**config.mk**
```make
export PLATFORM = sky130hd
export DESIGN_NAME = counter_sequencer
export DESIGN_NICKNAME = d
export VERILOG_FILES = /design/src/rtl/counter_sequencer.sv
export SDC_FILE = /design/constraint.sdc
export NUM_CORES = 1
export LEC_CHECK = 0
export ABC_AREA = 1
export CAP_MARGIN = 20
export CORE_MARGIN = 10
export CORE_UTILIZATION = 46
export CTS_CLUSTER_SIZE = 30
export DETAILED_ROUTE_END_ITERATION = 6
export PLACE_DENSITY_LB_ADDON = 0.3
export SYNTH_ARGS = -nofsm -noshare
export SYNTH_HDL_FRONTEND = slang
export SYNTH_SLANG_ARGS = --single-unit
```
**constraint.sdc**
```tcl
create_clock -name input_clock1_1 -period 1.8 [get_ports input_clock1_1]
set_input_delay 0.36 -clock input_clock1_1 [delete_from_list [all_inputs] [get_ports input_clock1_1]]
set_output_delay 0.36 -clock input_clock1_1 [all_outputs]
set_load 0.03 [all_outputs]
```
**src/rtl/counter_sequencer.sv**
```systemverilog
// counter_sequencer: run/stop/step controller for the N-bit LED counter.
// Latches a modulus limit, count direction and lap target at start, then
// advances the count every clock while running, flagging each wrap and
// auto-stopping once the programmed number of laps has completed.
//
// Optional feature macro: COUNTER_SEQ_PAUSE_EN (adds cmd_pause and PAUSE).
//
// Ports:
//   input_clock1_1  clock, rising edge
//   input_reset1_2  synchronous active-high reset
//   cmd_start       begin run (level); resumes from PAUSE when enabled
//   cmd_stop        abort run; highest command priority
//   cmd_step        single advance while idle
//   cmd_pause       (COUNTER_SEQ_PAUSE_EN only) hold a running count
//   cfg_limit       terminal value, count range 0..cfg_limit
//   cfg_down        0 = up, 1 = down
//   cfg_laps        wraps before auto-stop, 0 = run until stopped
//   output_led_q    current count
//   busy            high while running (and paused)
//   tc_pulse        one-cycle pulse on every wrap
//   done            one-cycle pulse when the lap target is reached
//   lap_count       wraps completed in the current run
module counter_sequencer #(
  parameter int unsigned WIDTH = 3,
  parameter int unsigned LAP_W = 4
) (
  input  logic             input_clock1_1,
  input  logic             input_reset1_2,
  input  logic             cmd_start,
  input  logic             cmd_stop,
  input  logic             cmd_step,
`ifdef COUNTER_SEQ_PAUSE_EN
  input  logic             cmd_pause,
`endif
  input  logic [WIDTH-1:0] cfg_limit,
  input  logic             cfg_down,
  input  logic [LAP_W-1:0] cfg_laps,
  output logic [WIDTH-1:0] output_led_q,
  output logic             busy,
  output logic             tc_pulse,
  output logic             done,
  output logic [LAP_W-1:0] lap_count
);

  typedef enum logic [1:0] {
    ST_IDLE  = 2'd0,
    ST_RUN   = 2'd1,
    ST_DONE  = 2'd2
`ifdef COUNTER_SEQ_PAUSE_EN
    , ST_PAUSE = 2'd3
`endif
  } state_e;

  state_e           state_q, state_d;
  logic [WIDTH-1:0] cnt_q, cnt_d;
  logic [WIDTH-1:0] lim_q, lim_d;
  logic             down_q, down_d;
  logic [LAP_W-1:0] laps_q, laps_d;
  logic [LAP_W-1:0] lap_q, lap_d;
  logic             busy_q, busy_d;
  logic             tc_q, tc_d;
  logic             done_q, done_d;

  logic             pause_req;
  logic [WIDTH-1:0] adv_lim;
  logic             adv_down;
  logic [WIDTH-1:0] adv_cnt;
  logic             adv_wrap;
  logic [LAP_W-1:0] lap_inc;

`ifdef COUNTER_SEQ_PAUSE_EN
  assign pause_req = cmd_pause;
`else
  assign pause_req = 1'b0;
`endif

  // A step from idle uses the live config (it is latched on that same edge);
  // a run always uses the values latched at start.
  assign adv_lim  = (state_q == ST_IDLE) ? cfg_limit : lim_q;
  assign adv_down = (state_q == ST_IDLE) ? cfg_down  : down_q;

  // Wrap rule: up wraps to 0 at/after the limit, down wraps to the limit at 0
  // or when the count sits above the limit.
  always_comb begin
    adv_wrap = 1'b0;
    adv_cnt  = cnt_q;
    if (!adv_down) begin
      adv_wrap = (cnt_q >= adv_lim);
      adv_cnt  = adv_wrap ? '0 : cnt_q + WIDTH'(1);
    end else begin
      adv_wrap = (cnt_q == '0) || (cnt_q > adv_lim);
      adv_cnt  = adv_wrap ? adv_lim : cnt_q - WIDTH'(1);
    end
  end

  assign lap_inc = lap_q + LAP_W'(1);

  // Next-state and registered-output logic.
  always_comb begin
    state_d = state_q;
    cnt_d   = cnt_q;
    lim_d   = lim_q;
    down_d  = down_q;
    laps_d  = laps_q;
    lap_d   = lap_q;
    busy_d  = busy_q;
    tc_d    = 1'b0;
    done_d  = 1'b0;
    unique case (state_q)
      ST_IDLE: begin
        busy_d = 1'b0;
        if (cmd_stop) begin
          state_d = ST_IDLE;
        end else if (cmd_start) begin
          lim_d   = cfg_limit;
          down_d  = cfg_down;
          laps_d  = cfg_laps;
          lap_d   = '0;
          cnt_d   = cfg_down ? cfg_limit : '0;
          busy_d  = 1'b1;
          state_d = ST_RUN;
        end else if (cmd_step) begin
          lim_d  = cfg_limit;
          down_d = cfg_down;
          cnt_d  = adv_cnt;
          tc_d   = adv_wrap;
        end
      end
      ST_RUN: begin
        if (cmd_stop) begin
          busy_d  = 1'b0;
          state_d = ST_IDLE;
        end else if (pause_req) begin
`ifdef COUNTER_SEQ_PAUSE_EN
          state_d = ST_PAUSE;
`endif
        end else begin
          cnt_d = adv_cnt;
          if (adv_wrap) begin
            tc_d  = 1'b1;
            lap_d = lap_inc;
            // Lap target compares against the post-increment lap count.
            if ((laps_q != '0) && (lap_inc == laps_q)) begin
              done_d  = 1'b1;
              busy_d  = 1'b0;
              state_d = ST_DONE;
            end
          end
        end
      end
      ST_DONE: begin
        busy_d  = 1'b0;
        state_d = ST_IDLE;
      end
`ifdef COUNTER_SEQ_PAUSE_EN
      ST_PAUSE: begin
        if (cmd_stop) begin
          busy_d  = 1'b0;
          state_d = ST_IDLE;
        end else if (cmd_start) begin
          state_d = ST_RUN;
        end
      end
`endif
      default: begin
        busy_d  = 1'b0;
        state_d = ST_IDLE;
      end
    endcase
  end

  // State register with synchronous reset.
  always_ff @(posedge input_clock1_1) begin
    if (input_reset1_2) begin
      state_q <= ST_IDLE;
      cnt_q   <= '0;
      lim_q   <= '0;
      down_q  <= 1'b0;
      laps_q  <= '0;
      lap_q   <= '0;
      busy_q  <= 1'b0;
      tc_q    <= 1'b0;
      done_q  <= 1'b0;
    end else begin
      state_q <= state_d;
      cnt_q   <= cnt_d;
      lim_q   <= lim_d;
      down_q  <= down_d;
      laps_q  <= laps_d;
      lap_q   <= lap_d;
      busy_q  <= busy_d;
      tc_q    <= tc_d;
      done_q  <= done_d;
    end
  end

  assign output_led_q = cnt_q;
  assign busy         = busy_q;
  assign tc_pulse     = tc_q;
  assign done         = done_q;
  assign lap_count    = lap_q;

endmodule

```
Word level (Yosys, flattened, before mapping)
Cells that the tools add are included.
W data, S select, Z words.
- add/subtract/negate cells: 3
- $lt $le $gt $ge: 2
- eq/ne operators: 10
- muxes and demuxes: 40
- bitwise gates (word level): 3
- reductions and logical operators: 14
- operator list (operator ; count):
    $mux W3 ; 11
    $mux W4 ; 4
    $mux W1 ; 15
    $ne A3 B3 Y1 const B ; 4
    $mux W2 ; 5
    $reduce_and A3 Y1 ; 3
    $ne A2 B2 Y1 const B ; 4
    $pmux W4 S2 ; 1
    $pmux W3 S2 ; 1
    $reduce_and A5 Y1 ; 1
    $add A4 B1 Y4 const B ; 1
    $eq A4 B4 Y1 ; 1
    $pmux W1 S2 ; 2
    $pmux W2 S2 ; 1
    $reduce_and A4 Y1 ; 1
    $reduce_bool A2 Y1 ; 2
    $reduce_bool A4 Y1 ; 1
    $reduce_or A4 Y1 ; 1
    $add A3 B1 Y3 const B ; 1
    $ge A3 B3 Y1 ; 1
    $gt A3 B3 Y1 ; 1
    $logic_not A3 Y1 ; 1
    $not A1 Y1 ; 3
    $sub A3 B1 Y3 const B ; 1
    5 further kinds ; 5
- register bits after elaboration: 20
- input bits: 13
- output and inout port bits: 10

Depth between registers and ports, before layout
Gate-level depths: netlist of the first run.
- depth in word-level cells: 10
- gate-level depth with buffers: 15

Worst setup path after synthesis of the first run
OpenSTA, ideal clock, no wires.
- path type: input-to-reg
- start point: input output_led_q[0]
- end point: register lap_q[0], in the netlist lap_count[0]
- library setup time: 116 ps
- arrival: 1651 ps
- data required time: 1684 ps
- setup slack: 33 ps
- stages: 11
- cell sequence: dfxtp_1 inv_1 ha_1 nand3_2 nand2_2 nor2_2 inv_2 nand2_4 nand2_4 a21oi_1 nor2_1
- longest elaborated chain between the ends: 5
- elaborated cells on any way between the ends: 7
- classes of those cells: order compare (2); eq/ne (1); mux (1); reduce/logical (3)
- RTL lines (what ; RTL line ; text):
    start: declaration ; 38 ; output logic [WIDTH-1:0] output_led_q,
    $gt A3 B3 Y1 / $logic_not A3 Y1 (equally long branches) ; 91 ; adv_wrap = (cnt_q == '0) || (cnt_q > adv_lim);
    $logic_or A1 B1 Y1 ; 91 ;
    $mux W1 * ; 87 ; if (!adv_down) begin
    $ne A2 B2 Y1 (no line) * ; -- ;
    $reduce_and A5 Y1 (no line) * ; -- ;
    end signal: assignment ; 190 ; lap_q <= lap_d;
    end: declaration ; 59 ; logic [LAP_W-1:0] lap_q, lap_d;
Every way passes the cells marked *; elsewhere a longest branch is shown, timed or not.
A chain may end at the register's enable or synchronous reset.

Worst setup path in the final report of the first run
- start point: input state_q[0]
- end point: register lap_q[3], in the netlist lap_count[3]
- longest elaborated chain between the ends: 7
- elaborated cells on any way between the ends: 15
- classes of those cells: order compare (2); eq/ne (5); mux (4); reduce/logical (4)
- RTL lines (what ; RTL line ; text):
    start: declaration ; 54 ; state_e state_q, state_d;
    $logic_not A2 Y1 ; 79, 80, 109 ;
    $mux W3 ; 79 ; assign adv_lim = (state_q == ST_IDLE) ? cfg_limit : lim_q;
    $gt A3 B3 Y1 ; 91 ;
    $logic_or A1 B1 Y1 ; 91 ;
    $mux W1 ; 87 ;
    $ne A2 B2 Y1 (no line) ; -- ;
    $reduce_and A5 Y1 (no line) ; -- ;
Several ways; a longest one is shown, not always the timed one.

==> results of run 1 <==
==> power by group through the flow <==
| stage | clock (W) | combinational (W) | sequential [W] |
|---|---|---|---|
| floorplan | 0 | 0.000255 | 0.000538 |
| global placement | 0 | 0.000429 | 0.000514 |
| detailed placement | 0 | 0.000436 | 0.000516 |
| CTS | 0.000385 | 0.000468 | 0.000506 |
| global route | 0.000400 | 0.000616 | 0.000513 |
| finish | 0.000381 | 0.000562 | 0.000509 |
==> layout by cell type (no fill, tap or decap), types with 2 or more instances in the layout <==
cell              n
a21oi_2           6
nand3_4           2
nand2_2           9
dfxtp_2           2
nor2_1           17
nand2_1          27
dlygate4sd2_1     5
o21ai_0          12
xnor2_1           3
clkdlybuf4s50_1  15
nor2_4            2
a21oi_1          15
buf_4            20
xor2_1            3
buf_6             2
nand3_1           6
dfxtp_1          18
dlymetal6s2s_1    2
clkbuf_4          3
o21ai_2           3
or2_2             2
ha_1              4
ha_4              2
inv_2             4
nand3_2          10
inv_1            23
nand2_4           4
==> kinds of logic after synthesis <==
kind of cell             after synthesis
AO/OA/AOI/OAI                         39
buffers and inverters                 29
AND/OR/NAND/NOR                       84
XOR/XNOR                               6
flip-flops                            20
adder cells (fa/ha/maj)                6
==> sequential cells by signal (all words and copies together), names as in the netlist <==
register and cells:
lap_count 4, laps_q 4, lim_q 3, output_led_q 3, state_q 2, busy 1
done 1, down_q 1, tc_pulse 1
==> timing repair <==
item | CTS | global route
buffers inserted | 2 | 1
pin swaps | 9 | 21
hold endpoints to repair | 0 | 0
gates resized for setup | 16 | 33
endpoints found under the setup margin | 16 | 14
==> metrics by stage <==
stage               hold slack (ps)  std cells  setup slack, ps  power, W   util
finish                          486        260            -27.9   0.00145  0.750
global route                    513        260             -122   0.00153  0.750
CTS                             476        259             1.84   0.00136  0.687
detailed placement              439        253             -469  0.000953  0.647
global placement                438        253             -371  0.000942  0.647
floorplan                       420        184             32.6  0.000793      -
==> layout make-up <==
cell class,count,share of cell area
multi-input cells,135,0.484
flip-flops and latches,20,0.211
repair buffers,44,0.205
inverters,27,0.0531
well taps,30,0.0197
clock inverters,1,0.0157
clock buffers,3,0.0118
==> critical path, cell delays in order, from the launching register on <==
cell and delay [ps]:
dfxtp_2 360, nor2_4 220, nand2_1 100, o21ai_2 110, ha_4 160, inv_1 40
nand3_2 80, nand2_4 70, nand2_4 90, nand3_4 80, nand2_4 110, nand2_8 80
nand3_2 70, nand2_1 60, nor2_1 120
==> per-layer routing <==
layer,part of all wire,global-route usage,up-vias,routed length [um]
li1,-,-,688,-
met1,0.43,0.154,646,1600
met4,0.020,0.0409,0,74
met2,0.49,0.212,40,1850
met5,0,0,-,0
met3,0.057,0.0422,10,215
==> worst max path at each step <==
stage	startpoint	to	cells after the start	slack (ps)
floorplan	output_led_q[0]$_SDFFE_PP0P_	lap_count[0]$_SDFFE_PP0P_	10	30
global placement	cfg_limit[1]	lap_count[0]$_SDFFE_PP0P_	13	-370
detailed placement	cfg_limit[1]	lap_count[2]$_SDFFE_PP0P_	13	-470
CTS	state_q[1]$_SDFFE_PP0P_	lap_count[1]$_SDFFE_PP0P_	12	2
global route	state_q[0]$_SDFFE_PP0P_	output_led_q[1]$_SDFFE_PP0P_	14	-120
finish	state_q[0]$_SDFFE_PP0P_	lap_count[3]$_SDFFE_PP0P_	14	-30
==> results.rst, run 1 <==
.. list-table::
   :header-rows: 1

   * - Metric
     - Value
   * - Standby leakage power
     - 0.875 nW
   * - Final antenna diode count
     - 0
   * - Critical path required time
     - 2060 ps
   * - Proportion of layout cells with a drive suffix above 1
     - 0.335
   * - Minimum clock period
     - 1830 ps
   * - Yosys warnings
     - 0
   * - First drt pass iteration count
     - 4
   * - Final hold violations
     - 0
   * - Capture point of the worst reg-to-reg path
     - lap_count[3]$_SDFFE_PP0P_
   * - Clock-pin slew reported for the worst setup and hold paths after clock tree synthesis
     - 130 ps
   * - Worst VDD drop
     - 0.743 mV
   * - Insertion delay to the later sink of the worst-skew pair
     - 310 ps
   * - Placement-stage cell area
     - between 1500 and 2000 um2
   * - CP Capture Type
     - register
   * - Power Internal
     - 0.000940 W
   * - Flops & latches, synth
     - 20
   * - Quantity of hold-fixing buffers added after cts
     - 0
   * - Flop2flop setup slack
     - -30 ps
   * - Most used standard cell by instance count after synthesis
     - nand2_1
   * - DRC violation count after routing
     - 0
   * - Net count of the finished layout
     - 250
   * - Final worst-path setup slack
     - -27.9 ps
   * - Hold_sp
     - cfg_limit[1]
   * - Main combinational cell family by area after synthesis
     - simple AND/OR/NAND/NOR gates
   * - Die outline height
     - 72.3 um
   * - Hold EP
     - lim_q[1]$_SDFFE_PP0P_
   * - Switching power total
     - 0.000513 W
   * - Synthesized Nets
     - 203
   * - Count of pins over their slew limit
     - 0
   * - Most frequent cells after synthesis
     - nand2_1 (31), inv_1 (24), a21oi_1 (21)
   * - Placeable core area
     - between 2000 and 3000 um2
   * - Initial cell density of the core
     - 0.494
   * - Total of buffers placed on input and output ports
     - 22
   * - Initial antenna violation count
     - 0
   * - Compound-cell area share of the yosys netlist
     - 0.163
   * - Number of global-route vias before repair
     - around 1,300
   * - Crit-path max FO
     - 8
   * - Clock network fraction of design power
     - 0.263
   * - Net Sw Frac
     - 0.353
   * - Proportion of power drawn by flip-flops and latches
     - 0.351
   * - Count of flip-flops with a built-in enable after synthesis
     - 0
   * - Number of standard-cell rows in the floorplan
     - 18
   * - Gr usage total
     - 0.129
   * - Share of flip-flops with an asynchronous set or reset
     - 0
   * - Setup clock skew after layout
     - 0.751 ps
   * - TritonCTS clock tree
     - yes
   * - Area Growth Syn to Fin
     - 51.8%
   * - Yosys top cell area share
     - 0.318
   * - Setup total negative slack
     - -74.2 ps
   * - Post-Synth XOR/XNOR Area
     - 0.0418
   * - Post-Synth Simple-Gate Area
     - 0.328
   * - Pin count of the biggest net entering global routing
     - 15
   * - Weighted congestion at the end of routability-driven global placement
     - 0.909
   * - Total CTS buffers
     - 3
   * - Maximum Capacitance Violations
     - 0
   * - Portion of netlist area occupied by mux cells
     - 0
   * - Avg Synthesized Cell Area
     - 6.83 um2
   * - Fill count
     - 187
   * - Total routed wirelength
     - 3.74 mm
   * - Relative slew slack
     - 0.732
   * - Count of vias placed by the detailed router
     - ~1,400
   * - Reg2Reg Depth
     - 14
   * - Worst hold-check path type
     - in2reg
   * - Clk Tree Root Cell
     - clkbuf_4
   * - Buffer depth of the longest clock path
     - 2
   * - Final critical-path share of the clock period
     - 1.02
   * - Synth area leaders
     - dfxtp_1 (32%), nand2_1 (9.3%), a21oi_1 (8.4%)
   * - Average wire length per cell after detail routing
     - between 10 and 15 um
   * - Cell depth of the worst hold path
     - 3
   * - Summed area of non-filler cells in the final layout
     - 1910 um2
   * - Highest attainable clock frequency
     - 547 MHz
   * - Die Area
     - 5230 um2
   * - Combinational share of power
     - 0.387
   * - CTS sink count
     - 20
   * - Result of the run
     - finished, violations left
   * - Die width
     - 72.3 um
   * - Total power divided by cell area
     - 761 nW/um2
   * - Remaining antenna violation count
     - 0
   * - Remaining global-route overflow
     - 0
   * - Syn Std Cell Area
     - 1260 um2
   * - Area occupied by multi-input gates
     - between 900 and 1000 um2
   * - Via-per-instance ratio
     - 5.32
   * - First-pass GRT wire length
     - 5.64 mm
   * - DP Wirelength
     - 2.50 mm
   * - Critical register-to-register path startpoint
     - state_q[0]$_SDFFE_PP0P_
   * - Boundary Pins
     - 23
   * - Adder-cell area share of the yosys netlist
     - 0.0597
   * - Unrepaired setup endpoints after global routing
     - true
   * - H-tree depth
     - 1
   * - Biggest area consumer among synthesized cells
     - dfxtp_1
   * - Yosys cell types
     - 25
   * - Sequential fraction of the synthesis area
     - 0.318
   * - Pin slew with the least headroom to its limit
     - 401 ps
   * - Violation count after the first detailed-route iteration
     - 79
   * - Violated checks
     - negative setup slack
   * - Arrival time reported for the critical path endpoint
     - between 2000 and 2500 ps
   * - Most instantiated flip-flop cell in the synthesis netlist
     - dfxtp_1
   * - Path type of the worst setup path
     - reg2reg
   * - Storage element area
     - between 400 and 500 um2
   * - Crit path launch type
     - register
   * - Final setup violating endpoints
     - 4
   * - Count of mapped cells out of synthesis
     - 184
(Power assumes the default switching activity.)
==> run 2: changes to the inputs <==
--- a/config.mk
+++ b/config.mk
@@ -11,6 +11,8 @@
 export CORE_UTILIZATION = 46
 export CTS_CLUSTER_SIZE = 30
 export DETAILED_ROUTE_END_ITERATION = 6
+export GPL_ROUTABILITY_DRIVEN = 0
+export HOLD_SLACK_MARGIN = 0.08
 export PLACE_DENSITY_LB_ADDON = 0.3
 export SYNTH_ARGS = -nofsm -noshare
 export SYNTH_HDL_FRONTEND = slang
==> run 2 against run 1 <==
Against the previous run: the flow still finishes with violations (negative setup slack); wire length fell by 0.35%; sequential cell count did not move; power fell by 0.79%; via count fell by 2.2%; final area fell by 0.92%; clock power barely moved; clock skew rose by 2.3 ps; non-clock buffer count rose by 1; sequential power barely moved; count of clock-buffer cells in the layout did not move; critical path depth did not move; die area did not move; critical path type unchanged.
==> results.rst, run 2 (synthesis results as in run 1) <==
.. list-table::
   :header-rows: 1

   * - Metric
     - Value
   * - Proportion of power drawn by flip-flops and latches
     - 0.353 (was 0.351)
   * - Flop2flop setup slack
     - -90 ps (was -30 ps)
   * - Final hold violations
     - 0 (unchanged)
   * - Setup clock skew after layout
     - 3.02 ps (was 0.751 ps)
   * - Total CTS buffers
     - 3 (unchanged)
   * - Area Growth Syn to Fin
     - 50.4% (was 51.8%)
   * - Library cell contributing the largest single delay on the critical path
     - dfxtp_2 (unchanged)
   * - Critical register-to-register path startpoint
     - state_q[0]$_SDFFE_PP0P_ (unchanged)
   * - Met3 usage
     - 0.0340 (was 0.0422)
   * - Most common cell after layout, fill and taps aside
     - nand2_1 (unchanged)
   * - Net count of the finished layout
     - 251 (was 250)
   * - CP Capture Type
     - register (unchanged)
   * - CTS sink count
     - 20 (unchanged)
   * - Standby leakage power
     - 0.915 nW (was 0.875 nW)
   * - Capture point of the worst reg-to-reg path
     - lap_count[1]$_SDFFE_PP0P_ (was lap_count[3]$_SDFFE_PP0P_)
   * - Worst hold-check path type
     - reg2reg (was in2reg)
   * - Crit path launch type
     - register (unchanged)
   * - Boundary Pins
     - 23 (unchanged)
   * - Placement-stage cell area
     - 1630 um2 (was 1650 um2)
   * - Net Sw Frac
     - 0.350 (was 0.353)
   * - TritonCTS clock tree
     - yes (unchanged)
   * - Via-per-instance ratio
     - 5.18 (was 5.32)
   * - Layer with the highest usage
     - met2 (unchanged)
   * - Total power divided by cell area
     - 762 nW/um2 (was 761 nW/um2)
   * - Average wire length per cell after detail routing
     - 14.3 um (was 14.4 um)
   * - Highest attainable clock frequency
     - 529 MHz (was 547 MHz)
   * - Final antenna diode count
     - 0 (unchanged)
   * - Initial antenna violation count
     - 0 (unchanged)
   * - Setup total negative slack
     - -681 ps (was -74.2 ps)
   * - M1 GR Usage
     - 0.158 (was 0.154)
   * - Unrepaired setup endpoints after global routing
     - true (unchanged)
   * - Most numerous cell on the critical path
     - nand2_4 (unchanged)
   * - Minimum clock period
     - 1890 ps (was 1830 ps)
   * - Die outline height
     - 72.3 um (unchanged)
   * - Relative slew slack
     - 0.730 (was 0.732)
   * - Maximum single-stage delay on the critical path
     - 360 ps (about the same)
   * - Clock network fraction of design power
     - 0.265 (was 0.263)
   * - Count of pins over their slew limit
     - 0 (unchanged)
   * - Final setup violating endpoints
     - 11 (was 4)
   * - Worst hold slack across all endpoints
     - 491 ps (was 486 ps)
   * - Die Area
     - 5230 um2 (unchanged)
   * - Arrival time reported for the critical path endpoint
     - 2110 ps (was 2090 ps)
   * - Violated checks
     - negative setup slack (unchanged)
   * - Power Internal
     - 0.000937 W (was 0.000940 W)
   * - First-pass GRT wire length
     - 5.67 mm (was 5.64 mm)
   * - Path type of the worst setup path
     - reg2reg (unchanged)
   * - Worst Setup Slack post-DPL
     - -453 ps (was -469 ps)
   * - H-tree depth
     - 1 (unchanged)
   * - Total routed wirelength
     - 3.73 mm (was 3.74 mm)
   * - Gr usage total
     - 0.127 (was 0.129)
   * - Number of global-route vias before repair
     - 1,288 (was 1,265)
   * - Number of standard-cell rows in the floorplan
     - 18 (unchanged)
   * - Hold_sp
     - down_q$_SDFFE_PP0P_ (was cfg_limit[1])
   * - Total of buffers placed on input and output ports
     - 22 (unchanged)
   * - Critical path required time
     - 2020 ps (was 2060 ps)
   * - Worst VDD drop
     - 0.906 mV (was 0.743 mV)
   * - Summed area of non-filler cells in the final layout
     - 1890 um2 (was 1910 um2)
   * - Proportion of layout cells with a drive suffix above 1
     - 0.307 (was 0.335)
   * - Maximum Capacitance Violations
     - 0 (unchanged)
   * - Buffer depth of the longest clock path
     - 2 (unchanged)
   * - CP Cell Sequence
     - nor2_4 > buf_6 > o21ai_4 > ha_4 > inv_2 > nand2_2 > o21ai_2 > nand2_4 > nand2_4 > nand3_4 > nand2_4 > nand2_4 > a21oi_1 > nor2_1 (was nor2_4 > nand2_1 > o21ai_2 > ha_4 > inv_1 > nand3_2 > nand2_4 > nand2_4 > nand3_4 > nand2_4 > nand2_8 > nand3_2 > nand2_1 > nor2_1)
   * - End point of the critical path
     - lap_count[1]$_SDFFE_PP0P_ (was lap_count[3]$_SDFFE_PP0P_)
   * - Switching power total
     - 0.000504 W (was 0.000513 W)
   * - Reg2Reg Depth
     - 14 (unchanged)
   * - Clock-pin slew reported for the worst setup and hold paths after clock tree synthesis
     - 130 ps (about the same)
   * - First drt pass iteration count
     - 4 (unchanged)
   * - Met2 Usage GRT
     - 0.214 (was 0.212)
   * - Final Core Density
     - 0.743 (was 0.750)
   * - Result of the run
     - finished, violations left (unchanged)
   * - Quantity of hold-fixing buffers added after cts
     - 0 (unchanged)
   * - Initial cell density of the core
     - 0.494 (unchanged)
   * - DRC violation count after routing
     - 0 (unchanged)
   * - DP Wirelength
     - 2.46 mm (was 2.50 mm)
   * - Combinational share of power
     - 0.382 (was 0.387)
   * - Violation count after the first detailed-route iteration
     - 106 (was 79)
   * - Remaining antenna violation count
     - 0 (unchanged)
   * - Insertion delay to the later sink of the worst-skew pair
     - 310 ps (about the same)
   * - Commonest non-fill, non-tap cells in the layout
     - nand2_1 (26), inv_1 (23), buf_4 (20) (was nand2_1 (27), inv_1 (23), buf_4 (20))
   * - Die width
     - 72.3 um (unchanged)
   * - Placeable core area
     - 2540 um2 (unchanged)
   * - Remaining global-route overflow
     - 0 (unchanged)
   * - Count of vias placed by the detailed router
     - 1,353 (was 1,384)
   * - Final critical-path share of the clock period
     - 1.05 (was 1.02)
   * - Clk Tree Root Cell
     - clkbuf_4 (unchanged)
   * - Final worst-path setup slack
     - -88.9 ps (was -27.9 ps)
   * - Launch point of the worst path
     - state_q[0]$_SDFFE_PP0P_ (unchanged)
   * - Crit-path max FO
     - 8 (unchanged)
   * - Pin count of the biggest net entering global routing
     - 15 (unchanged)
   * - Pin slew with the least headroom to its limit
     - 404 ps (was 401 ps)
run 2: cell count changes in the layout (fill, tap and decap cells not counted), sizes merged:
| cell | previous run | this run |
|---|---|---|
| buf | 22 | 23 |
| clkdlybuf4s50 | 15 | 14 |
| dlymetal6s2s | 2 | 5 |
| dlygate4sd2 | 5 | 3 |
run 2: worst max-delay path: cells and delay by family (launching register included):
kind	cells	cell delay, ps
flops	1	360
buf+inv	2	190
simple gates	8	810
fa+ha+maj	1	160
compound gates	3	280
run 2: metrics by stage:
| stage | instances | power (W) |
|---|---|---|
| after detailed placement | 251 | 0.000950 |
| after global placement | 251 | 0.000936 |
| after floorplan | 184 | 0.000793 |
| after CTS | 258 | 0.00134 |
| after global routing | 261 | 0.00151 |
| final | 261 | 0.00144 |
run 2: final cells by class:
cell class / instances / area, um2
Clock inverter: 1 / 30.0
Multi-Input combinational cell: 135 / 885
Tap cell: 30 / 37.5
Clock buffer: 3 / 22.5
Inverter: 27 / 101
Sequential cell: 20 / 403
Fill cell: 187 / 653
Timing Repair Buffer: 45 / 413
run 2: metal layers:
layer / share of wire / vias to the layer above
met2: 0.48 / 42
met3: 0.051 / 6
met1: 0.46 / 613
met4: 0.013 / 0
li1: - / 692
met5: 0 / -
run 2: worst min-delay path by stage:
stage,slack (ps),to,depth (start not counted)
after detailed placement,440,lim_q[1]$_SDFFE_PP0P_,2
final,490,down_q$_SDFFE_PP0P_,2
after global routing,510,down_q$_SDFFE_PP0P_,2
after global placement,430,lim_q[1]$_SDFFE_PP0P_,2
after CTS,490,lim_q[1]$_SDFFE_PP0P_,3
after floorplan,420,lim_q[1]$_SDFFE_PP0P_,2
run 2: timing repair:
item,in CTS,in global routing
endpoints found under the setup margin,14,17
pin swaps,9,16
buffers inserted,3,3
gates resized for setup,15,29
run 2: power by group through the flow:
stage | combinational (W) | clock (W) | sequential, W
final | 0.000550 | 0.000382 | 0.000508
after global routing | 0.000598 | 0.000404 | 0.000514
after CTS | 0.000459 | 0.000379 | 0.000506
after detailed placement | 0.000435 | 0 | 0.000515
after global placement | 0.000422 | 0 | 0.000513
after floorplan | 0.000255 | 0 | 0.000538
==> run 3: changes to the inputs <==
--- a/config.mk
+++ b/config.mk
@@ -7,13 +7,13 @@
 export LEC_CHECK = 0
 export ABC_AREA = 1
 export CAP_MARGIN = 20
-export CORE_MARGIN = 10
 export CORE_UTILIZATION = 46
 export CTS_CLUSTER_SIZE = 30
 export DETAILED_ROUTE_END_ITERATION = 6
 export GPL_ROUTABILITY_DRIVEN = 0
 export HOLD_SLACK_MARGIN = 0.08
 export PLACE_DENSITY_LB_ADDON = 0.3
+export SKIP_LAST_GASP = 1
 export SYNTH_ARGS = -nofsm -noshare
 export SYNTH_HDL_FRONTEND = slang
 export SYNTH_SLANG_ARGS = --single-unit
==> run 3 against run 2 <==
Against the previous run: the run still ends with negative setup slack left; worst setup slack worse by 60 ps; register-to-register slack worse by 60 ps; clock power up 2%; non-clock buffer count unchanged; count of clock-buffer cells in the layout unchanged; wire length down 0.67%; power up 4.3%.
==> results.rst, run 3 (synthesis results as in run 1) <==
.. list-table::
   :header-rows: 1

   * - Metric
     - Value
   * - Result of the run
     - finished, violations left (unchanged)
   * - Violated checks
     - negative setup slack (unchanged)
   * - Highest attainable clock frequency
     - 513 MHz (was 529 MHz)
   * - CTS sink count
     - 20 (unchanged)
   * - Placeable core area
     - 2520 um2 (was 2540 um2)
   * - DP Wirelength
     - 2.33 mm (was 2.46 mm)
   * - Most common cell after layout, fill and taps aside
     - nand2_1 (unchanged)
   * - Reg2Reg Depth
     - 14 (unchanged)
   * - Remaining global-route overflow
     - 0 (unchanged)
   * - Summed area of non-filler cells in the final layout
     - 1960 um2 (was 1890 um2)
   * - End point of the critical path
     - output_led_q[1]$_SDFFE_PP0P_ (was lap_count[1]$_SDFFE_PP0P_)
   * - Violation count after the first detailed-route iteration
     - 51 (was 106)
   * - Fill count
     - 170 (was 187)
   * - CP Cell Sequence
     - nor2_4 > nand2_2 > o21ai_4 > ha_4 > inv_2 > nand2_2 > o21ai_4 > nand2_4 > nor2_4 > buf_4 > a21oi_1 > nand2_1 > nand2_1 > a21oi_2 (was nor2_4 > buf_6 > o21ai_4 > ha_4 > inv_2 > nand2_2 > o21ai_2 > nand2_4 > nand2_4 > nand3_4 > nand2_4 > nand2_4 > a21oi_1 > nor2_1)
   * - Final hold violations
     - 0 (unchanged)
   * - Initial antenna violation count
     - 0 (unchanged)
   * - Gr usage total
     - 0.243 (was 0.127)
   * - Count of vias placed by the detailed router
     - 1,417 (was 1,353)
   * - Total routed wirelength
     - 3.71 mm (was 3.73 mm)
   * - Total of buffers placed on input and output ports
     - 22 (unchanged)
   * - Maximum single-stage delay on the critical path
     - 360 ps (about the same)
   * - Die outline height
     - 54.3 um (was 72.3 um)
   * - Insertion delay to the later sink of the worst-skew pair
     - 320 ps (was 310 ps)
   * - Final setup violating endpoints
     - 11 (unchanged)
   * - Net count of the finished layout
     - 251 (unchanged)
   * - Standby leakage power
     - 0.901 nW (was 0.915 nW)
   * - First-pass GRT wire length
     - 5.13 mm (was 5.67 mm)
   * - Critical register-to-register path startpoint
     - state_q[0]$_SDFFE_PP0P_ (unchanged)
   * - Path type of the worst setup path
     - reg2reg (unchanged)
   * - DRC violation count after routing
     - 0 (unchanged)
   * - Net Sw Frac
     - 0.363 (was 0.350)
   * - Crit-path max FO
     - 7 (was 8)
   * - Remaining antenna violation count
     - 0 (unchanged)
   * - Initial cell density of the core
     - 0.499 (was 0.494)
   * - Pwr Total
     - 0.00150 W (was 0.00144 W)
   * - Die width
     - 54.3 um (was 72.3 um)
   * - Power Internal
     - 0.000958 W (was 0.000937 W)
   * - Clk Tree Root Cell
     - clkbuf_4 (unchanged)
   * - Proportion of layout cells with a drive suffix above 1
     - 0.351 (was 0.307)
   * - Commonest non-fill, non-tap cells in the layout
     - nand2_1 (25), inv_1 (23), buf_4 (21) (was nand2_1 (26), inv_1 (23), buf_4 (20))
   * - Count of pins over their slew limit
     - 0 (unchanged)
   * - Flop2flop setup slack
     - -150 ps (was -90 ps)
   * - Combinational share of power
     - 0.404 (was 0.382)
   * - Via-per-instance ratio
     - 5.43 (was 5.18)
   * - Critical path required time
     - 2030 ps (was 2020 ps)
   * - Unrepaired setup endpoints after global routing
     - true (unchanged)
   * - Final worst-path setup slack
     - -149 ps (was -88.9 ps)
   * - Pin slew with the least headroom to its limit
     - 407 ps (was 404 ps)
   * - Setup total negative slack
     - -926 ps (was -681 ps)
   * - Final Core Density
     - 0.776 (was 0.743)
   * - Worst hold slack across all endpoints
     - 465 ps (was 491 ps)
   * - Maximum Capacitance Violations
     - 0 (unchanged)
   * - Final critical-path share of the clock period
     - 1.08 (was 1.05)
   * - Boundary Pins
     - 23 (unchanged)
   * - Capture point of the worst reg-to-reg path
     - output_led_q[1]$_SDFFE_PP0P_ (was lap_count[1]$_SDFFE_PP0P_)
   * - Total CTS buffers
     - 3 (unchanged)
   * - Launch point of the worst path
     - state_q[0]$_SDFFE_PP0P_ (unchanged)
   * - Final antenna diode count
     - 0 (unchanged)
   * - Number of standard-cell rows in the floorplan
     - 18 (unchanged)
   * - Arrival time reported for the critical path endpoint
     - 2180 ps (was 2110 ps)
   * - Worst VDD drop
     - 0.760 mV (was 0.906 mV)
   * - Number of global-route vias before repair
     - 1,208 (was 1,288)
   * - Clock-pin slew reported for the worst setup and hold paths after clock tree synthesis
     - 140 ps (was 130 ps)
   * - H-tree depth
     - 1 (unchanged)
   * - Average wire length per cell after detail routing
     - 14.2 um (was 14.3 um)
   * - Placement-stage cell area
     - 1640 um2 (was 1630 um2)
   * - Die Area
     - 2950 um2 (was 5230 um2)
   * - Pin count of the biggest net entering global routing
     - 15 (unchanged)
   * - Area Growth Syn to Fin
     - 55.7% (was 50.4%)
   * - CP Capture Type
     - register (unchanged)
   * - Minimum clock period
     - 1950 ps (was 1890 ps)
   * - TritonCTS clock tree
     - yes (unchanged)
   * - Switching power total
     - 0.000545 W (was 0.000504 W)
   * - Proportion of power drawn by flip-flops and latches
     - 0.338 (was 0.353)
   * - Clock network fraction of design power
     - 0.258 (was 0.265)
   * - Library cell contributing the largest single delay on the critical path
     - dfxtp_2 (unchanged)
   * - Setup clock skew after layout
     - 11.5 ps (was 3.02 ps)
   * - First drt pass iteration count
     - 4 (unchanged)
   * - Total power divided by cell area
     - 768 nW/um2 (was 762 nW/um2)
   * - Relative slew slack
     - 0.729 (was 0.730)
   * - Buffer depth of the longest clock path
     - 2 (unchanged)
   * - Worst hold-check path type
     - in2reg (was reg2reg)
   * - Crit path launch type
     - register (unchanged)
## run 3: worst min path at each step
stage	startpoint	endpoint	slack [ps]	cells after the start
detailed placement	lim_q[0]$_SDFFE_PP0P_	lim_q[0]$_SDFFE_PP0P_	450	2
global route	cfg_limit[1]	lim_q[1]$_SDFFE_PP0P_	500	3
global placement	lim_q[0]$_SDFFE_PP0P_	lim_q[0]$_SDFFE_PP0P_	440	2
floorplan	lim_q[1]$_SDFFE_PP0P_	lim_q[1]$_SDFFE_PP0P_	420	2
CTS	cfg_limit[1]	lim_q[1]$_SDFFE_PP0P_	470	3
finish	cfg_limit[1]	lim_q[1]$_SDFFE_PP0P_	470	3
## run 3: final cells by class
class	count	area, um2	area share
repair buffers	45	403	0.206
clock buffers	3	22.5	0.0115
multi-input cells	135	961	0.491
clock inverters	1	30.0	0.0153
well taps	30	37.5	0.0192
flip-flops and latches	20	403	0.206
inverters	27	101	0.0518
## run 3: stage by stage
| step | instances | setup WS (ps) |
|---|---|---|
| 2_1_floorplan | 184 | 32.6 |
| 3_3_place_gp | 252 | -364 |
| 3_5_place_dp | 252 | -504 |
| 4_1_cts | 259 | -69.6 |
| 5_1_grt | 261 | -208 |
| 6_report | 261 | -149 |
## run 3: timing repair
action | CTS | global route
gates resized for setup | 16 | 40
setup buffers | 3 | 2
hold buffers | 0 | 0
setup endpoints to repair | 15 | 15
pin swaps | 12 | 19
## run 3: metal layers
metal	vias up	part of all wire	global-route usage
met2	72	0.47	0.390
met4	0	0.039	0.103
met5	-	0	0
met1	633	0.42	0.320
li1	694	-	-
met3	18	0.072	0.0389
## run 3: power by group through the flow
stage,Combinational [W],Sequential [W],Clock (W)
after detailed placement,0.000440,0.000514,0
after CTS,0.000478,0.000504,0.000384
after global placement,0.000425,0.000512,0
after global routing,0.000656,0.000512,0.000401
final,0.000607,0.000507,0.000388
after floorplan,0.000255,0.000538,0
## run 3: worst max-delay path, delay by kind of cell, from the launching register on
family          cells  cell delay (ps)
buf+inv             2              160
fa+ha+maj           1              150
simple gates        7              800
flops               1              360
compound gates      4              410
